--- src/rtl/mod12_timer_pkg.sv ---
// rtl/mod12_timer_pkg.sv - shared states, modulus default and clamp helper for the mod-12 countdown timer
package mod12_timer_pkg;

  localparam int MOD_DEFAULT = 12;

  typedef enum logic [1:0] {
    IDLE   = 2'd0,
    RUN    = 2'd1,
    PAUSED = 2'd2,
    DONE   = 2'd3
  } state_t;

  // Out-of-range values fold to the largest legal count, matching the up counter.
  function automatic logic [31:0] clamp_mod(input logic [31:0] data, input int unsigned mod);
    return (data >= mod) ? (mod - 32'd1) : data;
  endfunction

endpackage

--- src/rtl/mod12_prescaler.sv ---
// rtl/mod12_prescaler.sv - free-running 0..PRESCALE-1 divider producing one tick per wrap while enabled
module mod12_prescaler #(
  parameter int PRESCALE = 1
) (
  input  logic clk,
  input  logic reset,
  input  logic en,
  input  logic clr,
  output logic tick
);

  localparam int PW = (PRESCALE > 1) ? $clog2(PRESCALE) : 1;
  localparam logic [PW-1:0] LAST = PW'(PRESCALE - 1);

  logic [PW-1:0] pcnt;

  // Holding while disabled keeps a paused tick pending for the first cycle after resume.
  always_ff @(posedge clk) begin
    if (reset || clr) begin
      pcnt <= '0;
    end else if (en) begin
      pcnt <= (pcnt == LAST) ? '0 : pcnt + PW'(1);
    end
  end

  assign tick = en && (pcnt == LAST);

endmodule

--- src/rtl/mod12_countdown_timer.sv ---
// rtl/mod12_countdown_timer.sv - loadable mod-12 countdown timer with start/pause, prescaler and auto-reload
module mod12_countdown_timer
  import mod12_timer_pkg::*;
#(
  parameter int MOD      = MOD_DEFAULT,
  parameter int WIDTH    = 4,
  parameter int PRESCALE = 1
) (
  input  logic             clk,
  input  logic             reset,
  input  logic             load,
  input  logic [WIDTH-1:0] data,
  input  logic             start,
  input  logic             pause,
  input  logic             auto_reload,
  output logic [WIDTH-1:0] count,
  output logic             busy,
  output logic             paused,
  output logic             done
);

  state_t           state_q, state_d;
  logic [WIDTH-1:0] count_q, count_d;
  logic [WIDTH-1:0] reload_q, reload_d;
  logic             done_q, done_d;
  logic             pre_en, pre_clr, tick;

  assign pre_en  = (state_q == RUN) && !pause && !load;
  assign pre_clr = load || (start && ((state_q == IDLE) || (state_q == DONE)));

  mod12_prescaler #(
    .PRESCALE(PRESCALE)
  ) u_prescaler (
    .clk  (clk),
    .reset(reset),
    .en   (pre_en),
    .clr  (pre_clr),
    .tick (tick)
  );

  always_ff @(posedge clk) begin
    if (reset) begin
      state_q  <= IDLE;
      count_q  <= '0;
      reload_q <= '0;
      done_q   <= 1'b0;
    end else begin
      state_q  <= state_d;
      count_q  <= count_d;
      reload_q <= reload_d;
      done_q   <= done_d;
    end
  end

  always_comb begin
    state_d  = state_q;
    count_d  = count_q;
    reload_d = reload_q;
    done_d   = 1'b0;
    if (load) begin
      count_d  = WIDTH'(clamp_mod(32'(data), MOD));
      reload_d = WIDTH'(clamp_mod(32'(data), MOD));
      state_d  = IDLE;
    end else begin
      unique case (state_q)
        IDLE: begin
          if (start) begin
            if (count_q != '0) begin
              state_d = RUN;
            end else begin
              state_d = DONE;
              done_d  = 1'b1;
            end
          end
        end
        RUN: begin
          if (pause) begin
            state_d = PAUSED;
          end else if (tick) begin
            if (count_q > WIDTH'(1)) begin
              count_d = count_q - WIDTH'(1);
            end else if (auto_reload) begin
              count_d = reload_q;
              done_d  = 1'b1;
            end else begin
              count_d = '0;
              done_d  = 1'b1;
              state_d = DONE;
            end
          end
        end
        PAUSED: begin
          if (!pause && start) begin
            state_d = RUN;
          end
        end
        DONE: begin
          if (start) begin
            count_d = reload_q;
            if (reload_q != '0) begin
              state_d = RUN;
            end else begin
              done_d = 1'b1;
            end
          end
        end
        default: state_d = IDLE;
      endcase
    end
  end

  assign count  = count_q;
  assign busy   = (state_q == RUN) || (state_q == PAUSED);
  assign paused = (state_q == PAUSED);
  assign done   = done_q;

endmodule

--- config.mk ---
export PLATFORM = sky130hd
export DESIGN_NAME = mod12_countdown_timer
export DESIGN_NICKNAME = d
export VERILOG_FILES = /design/src/rtl/mod12_timer_pkg.sv /design/src/rtl/mod12_prescaler.sv /design/src/rtl/mod12_countdown_timer.sv
export SDC_FILE = /design/constraint.sdc
export NUM_CORES = 1
export LEC_CHECK = 0
export ABC_AREA = 0
export CORE_MARGIN = 4
export CORE_UTILIZATION = 30
export CTS_CLUSTER_SIZE = 20
export DETAILED_ROUTE_END_ITERATION = 10
export SYNTH_ARGS = -nofsm -noshare
export SYNTH_HDL_FRONTEND = slang
export SYNTH_SLANG_ARGS = --single-unit
--- constraint.sdc ---
create_clock -name clk -period 2 [get_ports clk]
set_input_delay 0.4 -clock clk [delete_from_list [all_inputs] [get_ports clk]]
set_output_delay 0.4 -clock clk [all_outputs]
set_load 0.02 [all_outputs]
* Word-level counts from Yosys, hierarchy flattened
Cells that the tools add are included.
** Cells by class
- Bitwise operators :: 1
- Reductions and logical operators :: 18
- Add/subtract/negate cells :: 2
- Equal/unequal tests :: 13
- Order comparisons :: 2
- Muxes and demuxes :: 27
** Operator list (number)
- $mux W4 :: 7
- $mux W2 :: 9
- $ne A3 B3 Y1 const B :: 6
- $mux W1 :: 8
- $pmux W2 S4 :: 1
- $pmux W4 S2 :: 1
- $reduce_bool A4 Y1 :: 2
- $reduce_and A7 Y1 :: 1
- $logic_and A1 B1 Y1 :: 5
- $eq A2 B2 Y1 const B :: 2
- $ge A4 B4 Y1 const B :: 1
- $gt A4 B1 Y1 const B :: 1
- $logic_or A1 B1 Y1 :: 4
- $ne A2 B1 Y1 const B :: 2
- $ne A2 B2 Y1 const B :: 2
- $reduce_and A4 Y1 :: 1
- $sub A4 B1 Y4 const B :: 1
- $pmux W1 S3 :: 1
- $reduce_bool A3 Y1 :: 1
- $eq A2 B1 Y1 const B :: 1
- $logic_not A1 Y1 :: 2
- $logic_not A2 Y1 :: 1
- $reduce_or A2 Y1 :: 1
- $add A1 B1 Y1 const B :: 1
- $not A1 Y1 :: 1
** Storage, ports and cells
- Flip-flop bits (word level) :: 12
- Output and inout bits :: 7
- Logic and storage cells :: 68

* Longest topological paths before layout
- Depth after elaboration :: 8
- Gate-level depth with buffers :: 6
- Depth with buffers taken out :: 6

* Hierarchy
A second synthesis with hierarchy kept.
** Unflattened totals
- Cell total of the unflattened synthesis :: 94
- Area, all modules :: 784.5 um^2
** Modules (own cells, without submodules)
- mod12_countdown_timer :: times used 1, cells each 93, area each 777.0 um^2
- mod12_prescaler :: times used 1, cells each 1, area each 7.5 um^2

* Worst setup path before layout
Ideal clock, no wire load.
- Path type :: reg-to-reg
- Start :: register count_q[0] (netlist: count[0])
- End :: register count_q[1] (netlist: count[1])
- Cell stages (with the launch flop) :: 7
- Slack :: 0.175 ns
- Arrival time :: 1.698 ns
- Data required time :: 1.873 ns
- Cells stage by stage :: dfxtp_1 inv_1 ha_1 or2_1 a31o_1 a221oi_1 o22ai_1
** Between the ends
- Longest elaborated chain between the ends :: 6
- Elaborated cells between the ends (all ways) :: 7
** Ends and longest elaborated chain
- start, declared :: line mod12_countdown_timer.sv:23 : logic [WIDTH-1:0] count_q, count_d;
- start signal, assigned :: line mod12_countdown_timer.sv:49 : count_q <= count_d;
- $sub A4 B1 Y4 or $gt A4 B1 Y1 (tied branches) :: line mod12_countdown_timer.sv:81, mod12_countdown_timer.sv:80
- $mux W4 * :: line mod12_countdown_timer.sv:80 : if (count_q > WIDTH'(1)) begin
- $mux W4 * :: line mod12_countdown_timer.sv:79 : end else if (tick) begin
- $mux W4 * :: line mod12_countdown_timer.sv:77 : if (pause) begin
- $pmux W4 S2 * :: line mod12_countdown_timer.sv:65 : unique case (state_q)
- $mux W4 * :: line mod12_countdown_timer.sv:60 : if (load) begin
Mark *: on every way between the ends. The rest lies on a longest branch, timed or not. The select of a mux whose other input is x is not followed.
A chain may end at the register's enable or synchronous reset.

* Worst setup path after layout
- Start :: register state_q[0]
- End :: register count_q[3] (netlist: count[3])
** Between the ends
- Longest elaborated chain between the ends :: 6
- Elaborated cells between the ends (all ways) :: 12
** Ends and longest elaborated chain
- start, declared :: line mod12_countdown_timer.sv:22 : state_t state_q, state_d;
- start signal, assigned :: line mod12_countdown_timer.sv:48 : state_q <= state_d;
- $eq A2 B1 Y1 :: line mod12_countdown_timer.sv:28, mod12_countdown_timer.sv:65
- $logic_and A1 B1 Y1 (2 in series) :: line mod12_countdown_timer.sv:28 : assign pre_en = (state_q == RUN) && !pause && !load;
- $logic_and A1 B1 Y1 :: line mod12_prescaler.sv:26 : assign tick = en && (pcnt == LAST);
- $ne A3 B3 Y1 (no source line)
- $reduce_and A4 Y1 (no source line)
Parallel ways exist; a longest one is shown, timed or not.

==> impl_metrics.toml <==
[outcome]
status = "finished, final reports clean"

[drt]
wl_per_cell_um = 13.6
first_pass_iters = 4
ant_nets = 0
wl_mm = 1.92
via_per_inst = 5.30
drc = 0
vias = 747
drt_iter0_markers = 20

[finish]
fill_cells = 273
final_common_cell = "clkdlybuf4s50_1"
drive_above_1_share_pct = 10.8
syn_to_final_growth_pct = 28.4
fin_util_pct = 41.0
layout_common_cells = "clkdlybuf4s50_1, dfxtp_1, ha_1, inv_1, a21oi_1"
diodes = 0
finalNetCount = 130

[clock_network]
insertion_delay_ns = 0.27
cts_setup_buffers = 0
clk_pin_slew_worst_paths_ns = 0.07
cts-root-buf = "clkbuf_4"
cts_tree = "yes"
cts_buffers = 3
htreeDepth = 1
clkSinkCount = 11
clockBufferDepth = 2

[timing]
final.setup.tns_ns = 0
rsz0062_at_grt = "false"
finalSetupViolations = 0
postLayoutSetupSlackWorst_ns = 0.161
fin_worst_hold_slack_ns = 0.515
skew_ns = 0.00197
relSlewSlack_pct = 69.0
fmax_ghz = 0.544
tightest_slew_ns = 0.465
maxSlewViolCount = 0
fin_crit_ns = 1.84
hold_viol_final = 0
min_period_over_period_pct = 91.9

[synthesis]
synth_area_leader_cell = "dfxtp_1"
synth_area_per_cell_sq_um = 8.77
yosysSeqAreaShare_pct = 27.6
syn_area_sq_um = 798
synth_xor_xnor_area_share_pct = 1.10
synth_edf_count = 0
synthTopCellsByArea = "dfxtp_1, ha_1, nand2b_1"
syn-num-nets = 109
syn_inst = 91
synth_top_family_by_area = "compound AO/OA/AOI/OAI gates"
synth-adder-area-share_pct = 12.5
synth_cell_types = 41
muxShareOfSynthArea_pct = 0
yosysWarningCount = 0
synth_compound_area_share_pct = 27.1
async_flop_share_pct = 0
ys.flop_type = "dfxtp_1"
synth-simple-area-share_pct = 26.5
synth_top_area_share_pct = 27.6
ys_ff_latch = 11

[global_routing]
antenna_found_initial = 0
grt_pass1_vias = 733
grt.met2_usage_pct = 19.2
grt_pass1_wl_mm = 3.20
track_usage_pct = 11.8
grt.busiest_layer = "met2"
grt_overflow = 0
use_met3_pct = 4.58
grt_max_degree = 14
grt_use_met1_pct = 15.3

[floorplanning]
start_util_pct = 31.9
rows = 18
dieHeight_um = 59.6
boundaryPins = 17
die_width_um = 59.6
dieArea_sq_um = 3550
core_area_sq_um = 2500

[pwr]
leakagePower_nw = 0.397
total_power_uw = 623
powerDensity_nw_per_um2 = 608
vdd_drop_max_v = 0.000396

[placed_design]
place_ws_ns = 0.146
portBuffers = 16
gp_congestion = 0.816
hpwl_mm = 1.54

[worst_setup_path]
startpoint_type = "flop"
critPathMaxFanout = 13
crit_type = "reg -> reg"
cp-end-kind = "flop"
crit_required_ns = 2.19
worstPathArrival_ns = 2.03

[run]
maxCapViolCount = 0

[hold_path]
hold_path_class = "reg -> reg"
-- critical path: stages (launching register included) --
cell	delay, ns
dfxtp_1	0.41
ha_1	0.47
nand2b_1	0.14
o211a_1	0.19
or4b_1	0.47
o221ai_1	0.08
-- kinds of logic after synthesis --
kind of cell	Yosys count
compound gates	30
xor+xnor	1
fa+ha+maj	8
buf+inv	9
flops	11
simple gates	32
-- synth_stat cells (2+ instances only) --
| master | instances |
|---|---|
| nor4_2 | 2 |
| a211oi_1 | 3 |
| ha_1 | 8 |
| a31oi_1 | 2 |
| clkbuf_1 | 2 |
| nor2_1 | 4 |
| nor3_1 | 2 |
| o21ai_0 | 3 |
| dfxtp_1 | 11 |
| inv_1 | 6 |
| a21oi_1 | 6 |
| or4_1 | 2 |
| nand2_1 | 5 |
| nand2b_1 | 5 |
| o22ai_1 | 3 |
| a221oi_1 | 2 |
-- metrics by stage --
step           std cells  instance area, sq um
4_1_cts              141                  1020
3_3_place_gp         137                  1000
5_1_grt              141                  1020
6_report             141                  1020
2_1_floorplan         91                   798
3_5_place_dp         137                  1000
-- layout make-up --
cell class / count / area (sq um) / area share, %
multi-input combinational: 71 / 537 / 52.4
sequential: 11 / 220 / 21.5
timing repair buffer: 19 / 180 / 17.6
tap: 30 / 37.5 / 3.66
clock buffer: 3 / 22.5 / 2.20
inverter: 6 / 22.5 / 2.20
clock inverter: 1 / 5.00 / 0.488
-- worst paths after layout --
kind	from	to	slack [ns]	depth (start not counted)
worst max-delay path	state_q[0]	count[3]	0.16	5
worst min-delay path	reload_q[3]	reload_q[3]	0.51	2
worst max register to register	state_q[0]	count[3]	0.16	5
worst min register to register	reload_q[3]	reload_q[3]	0.51	2
-- what timing repair did --
action,4_1_cts,5_1_grt
endpoints found under the setup margin,2,0
hold buffers,0,0
hold endpoints to repair,0,0
resized for setup,2,0
-- report_power, final --
| group | internal [mW] | leakage, nW | switching [mW] |
|---|---|---|---|
| Sequential | 0.235 | 0.0906 | 0.0202 |
| Combinational | 0.103 | 0.289 | 0.113 |
| Clock | 0.0740 | 0.0177 | 0.0767 |
| Total | 0.413 | 0.397 | 0.210 |
-- state kept, by name (all words and copies together) (netlist names) --
| name | flops |
|---|---|
| state_q | 2 |
| reload_q | 4 |
| done | 1 |
| count | 4 |
-- layer usage --
layer	routed length [um]	vias to the layer above
li1	-	383
met1	905	340
met2	861	24
met3	157	0
met4	0	0
met5	0	-
No activity file was read; power rests on OpenSTA's default activity.
==> RTL edit, RTL diff (config.mk and constraints unchanged) <==
Put a register stage on the outputs `busy` and `paused`, cleared by the reset. The values now appear one clock later. The other outputs are not delayed to match. Comments in the files are not updated.
--- a/src/rtl/mod12_countdown_timer.sv
+++ b/src/rtl/mod12_countdown_timer.sv
@@ -112,4 +112,11 @@
   assign count  = count_q;
-  assign busy   = (state_q == RUN) || (state_q == PAUSED);
-  assign paused = (state_q == PAUSED);
+  always_ff @(posedge clk) begin
+    if (reset) begin
+      busy   <= '0;
+      paused <= '0;
+    end else begin
+      busy   <= (state_q == RUN) || (state_q == PAUSED);
+      paused <= (state_q == PAUSED);
+    end
+  end
   assign done   = done_q;
Function: changed (a bounded check fails within 4 cycles, from zero or initial values and one cycle with reset high).
==> RTL edit against the original RTL <==
- sequential cell count increased by 2
- routed wire length decreased by 0.94%
- power increased by 11%
- final area increased by 5.5%
- setup slack improved by 0.064 ns
- via count increased by 4.6%
- first-iteration DRC count decreased by 35%
- core utilization decreased by 1.4 points
- synthesized area increased by 6.7%
- cell count increased by 5.7%
- non-clock buffer count increased by 2
- combinational power increased by 5%
- synthesized cell count increased by 5.5%
- largest power group unchanged
==> RTL edit: results (changes against the original RTL) <==
finish:
  drive_above_1_share: 0.110  # was 0.108
  fill_cells: 280  # was 273
  nets: 137  # was 130
synthesis:
  synth.distinct_cells: 36  # was 41
  syn_nets: 114  # was 109
  ys_top_cells_by_count: "dfxtp_1, nor2_1, ha_1, nand2_1, a21oi_1"  # was dfxtp_1, ha_1, a21oi_1, inv_1
  synth-seq-area-share: 0.305  # was 0.276
  synth_area_leaders: "dfxtp_1, ha_1, nor2_1, a21oi_1, buf_6"  # was dfxtp_1, ha_1, nand2b_1, a21oi_1, nor4_2
clock_network:
  htree_levels: 1  # unchanged
  cts_resized: 0  # was 2
  root_buffer: "clkbuf_4"  # unchanged
  postCtsSetupBuffers: 0  # unchanged
critical_path:
  crit_arrival_ns: 1.93  # was 2.03 ns
  crit_path_top_delay_cell: "dfxtp_1"  # was ha_1
  ff2ff_setup_slack_ns: 0.23  # was 0.16 ns
  critPathMaxStageDelay_ns: 0.38  # was 0.47 ns
  cp_top_family: "compound AO/OA/AOI/OAI gates"  # was simple AND/OR/NAND/NOR gates
  crit_fanout: 4  # was 13
route:
  vias: 781  # was 747
  wl_per_cell_um: 12.8  # was 13.6 um
  drt_iter0_drc: 13  # was 20
  firstDrtPassIters: 4  # unchanged
global_routing:
  grt_max_degree: 12  # was 14
  grt_pass1_vias: 733  # unchanged
  grt_usage: 0.119  # was 0.118
  grt_first_pass_wirelength_um: 3240  # was 3200 um
pwr:
  ir_drop_mv: 0.331  # was 0.396 mV
  p_leak_nw: 0.400  # was 0.397 nW
timing:
  finClkSkew_ns: 0.00146  # was 0.00197 ns
  slew_headroom: 0.772  # was 0.690
  hold-worst-slack_ns: 0.507  # was 0.515 ns
  worst_slack_ns: 0.225  # was 0.161 ns
placement:
  dpl_cell_area_mm2: 0.00105  # was 1000 um^2
  dpl.hpwl_um: 1540  # about the same
  pre_cts_ws_ns: 0.188  # was 0.146 ns
  gp_congestion: 0.804  # was 0.816
outcome:
  status: "finished clean"  # unchanged
-- RTL edit: through the flow --
step | utilization | instances
5_1_grt | 0.395 | 149
2_1_floorplan | - | 96
3_3_place_gp | 0.386 | 145
6_report | 0.395 | 149
3_5_place_dp | 0.386 | 145
4_1_cts | 0.395 | 149
-- RTL edit: area by class of cell --
type,instances,area [um^2],area share
multi-input combinational,74,536,0.495
sequential,13,260,0.241
timing repair buffer,21,198,0.183
tap,31,38.8,0.0359
clock buffer,4,26.3,0.0243
inverter,6,22.5,0.0208
-- RTL edit: worst paths after layout --
kind,cells past startpoint,to,startpoint
setup reg to reg,6,count[1],count[1]
hold reg to reg,2,state_q[1],state_q[1]
hold / removal,2,state_q[1],state_q[1]
setup / recovery,6,count[1],count[1]
-- RTL edit: logic make-up (layout without fill, tap and decap cells) --
kind of cell / count (synthesis) / count (layout) / share of synthesized area
muxes: 2 / 2 / 0.0250
adders and majority gates: 8 / 8 / 0.117
DFF: 13 / 13 / 0.305
xor gates and xnor gates: 1 / 1 / 0.0103
and+or+nand+nor: 34 / 34 / 0.228
AOI/OAI and AO/OA: 29 / 29 / 0.248
buffers and inverters: 9 / 31 / 0.0661
-- RTL edit: layer usage --
| layer | global-route usage | vias up | wire (um) | share of wire |
|---|---|---|---|---|
| li1 | - | 402 | - | - |
| met1 | 0.155 | 364 | 934 | 0.49 |
| met2 | 0.186 | 13 | 874 | 0.46 |
| met3 | 0.0252 | 2 | 77 | 0.040 |
| met4 | 0.0557 | 0 | 20 | 0.010 |
| met5 | 0 | - | 0 | 0 |
-- RTL edit: power by group --
part	switching, W	total (W)	internal [W]	leakage [nW]
sequential	0.0000190	0.000297	0.000278	0.107
combinational	0.000113	0.000226	0.000114	0.278
clock	0.0000886	0.000166	0.0000772	0.0150
-- RTL edit: worst register-to-register path: stages (launching register included) --
cell and delay (ns):
dfxtp_1 0.38, inv_1 0.09, ha_1 0.22, or2_1 0.28
a31o_2 0.29, a221oi_1 0.29, o22ai_1 0.13
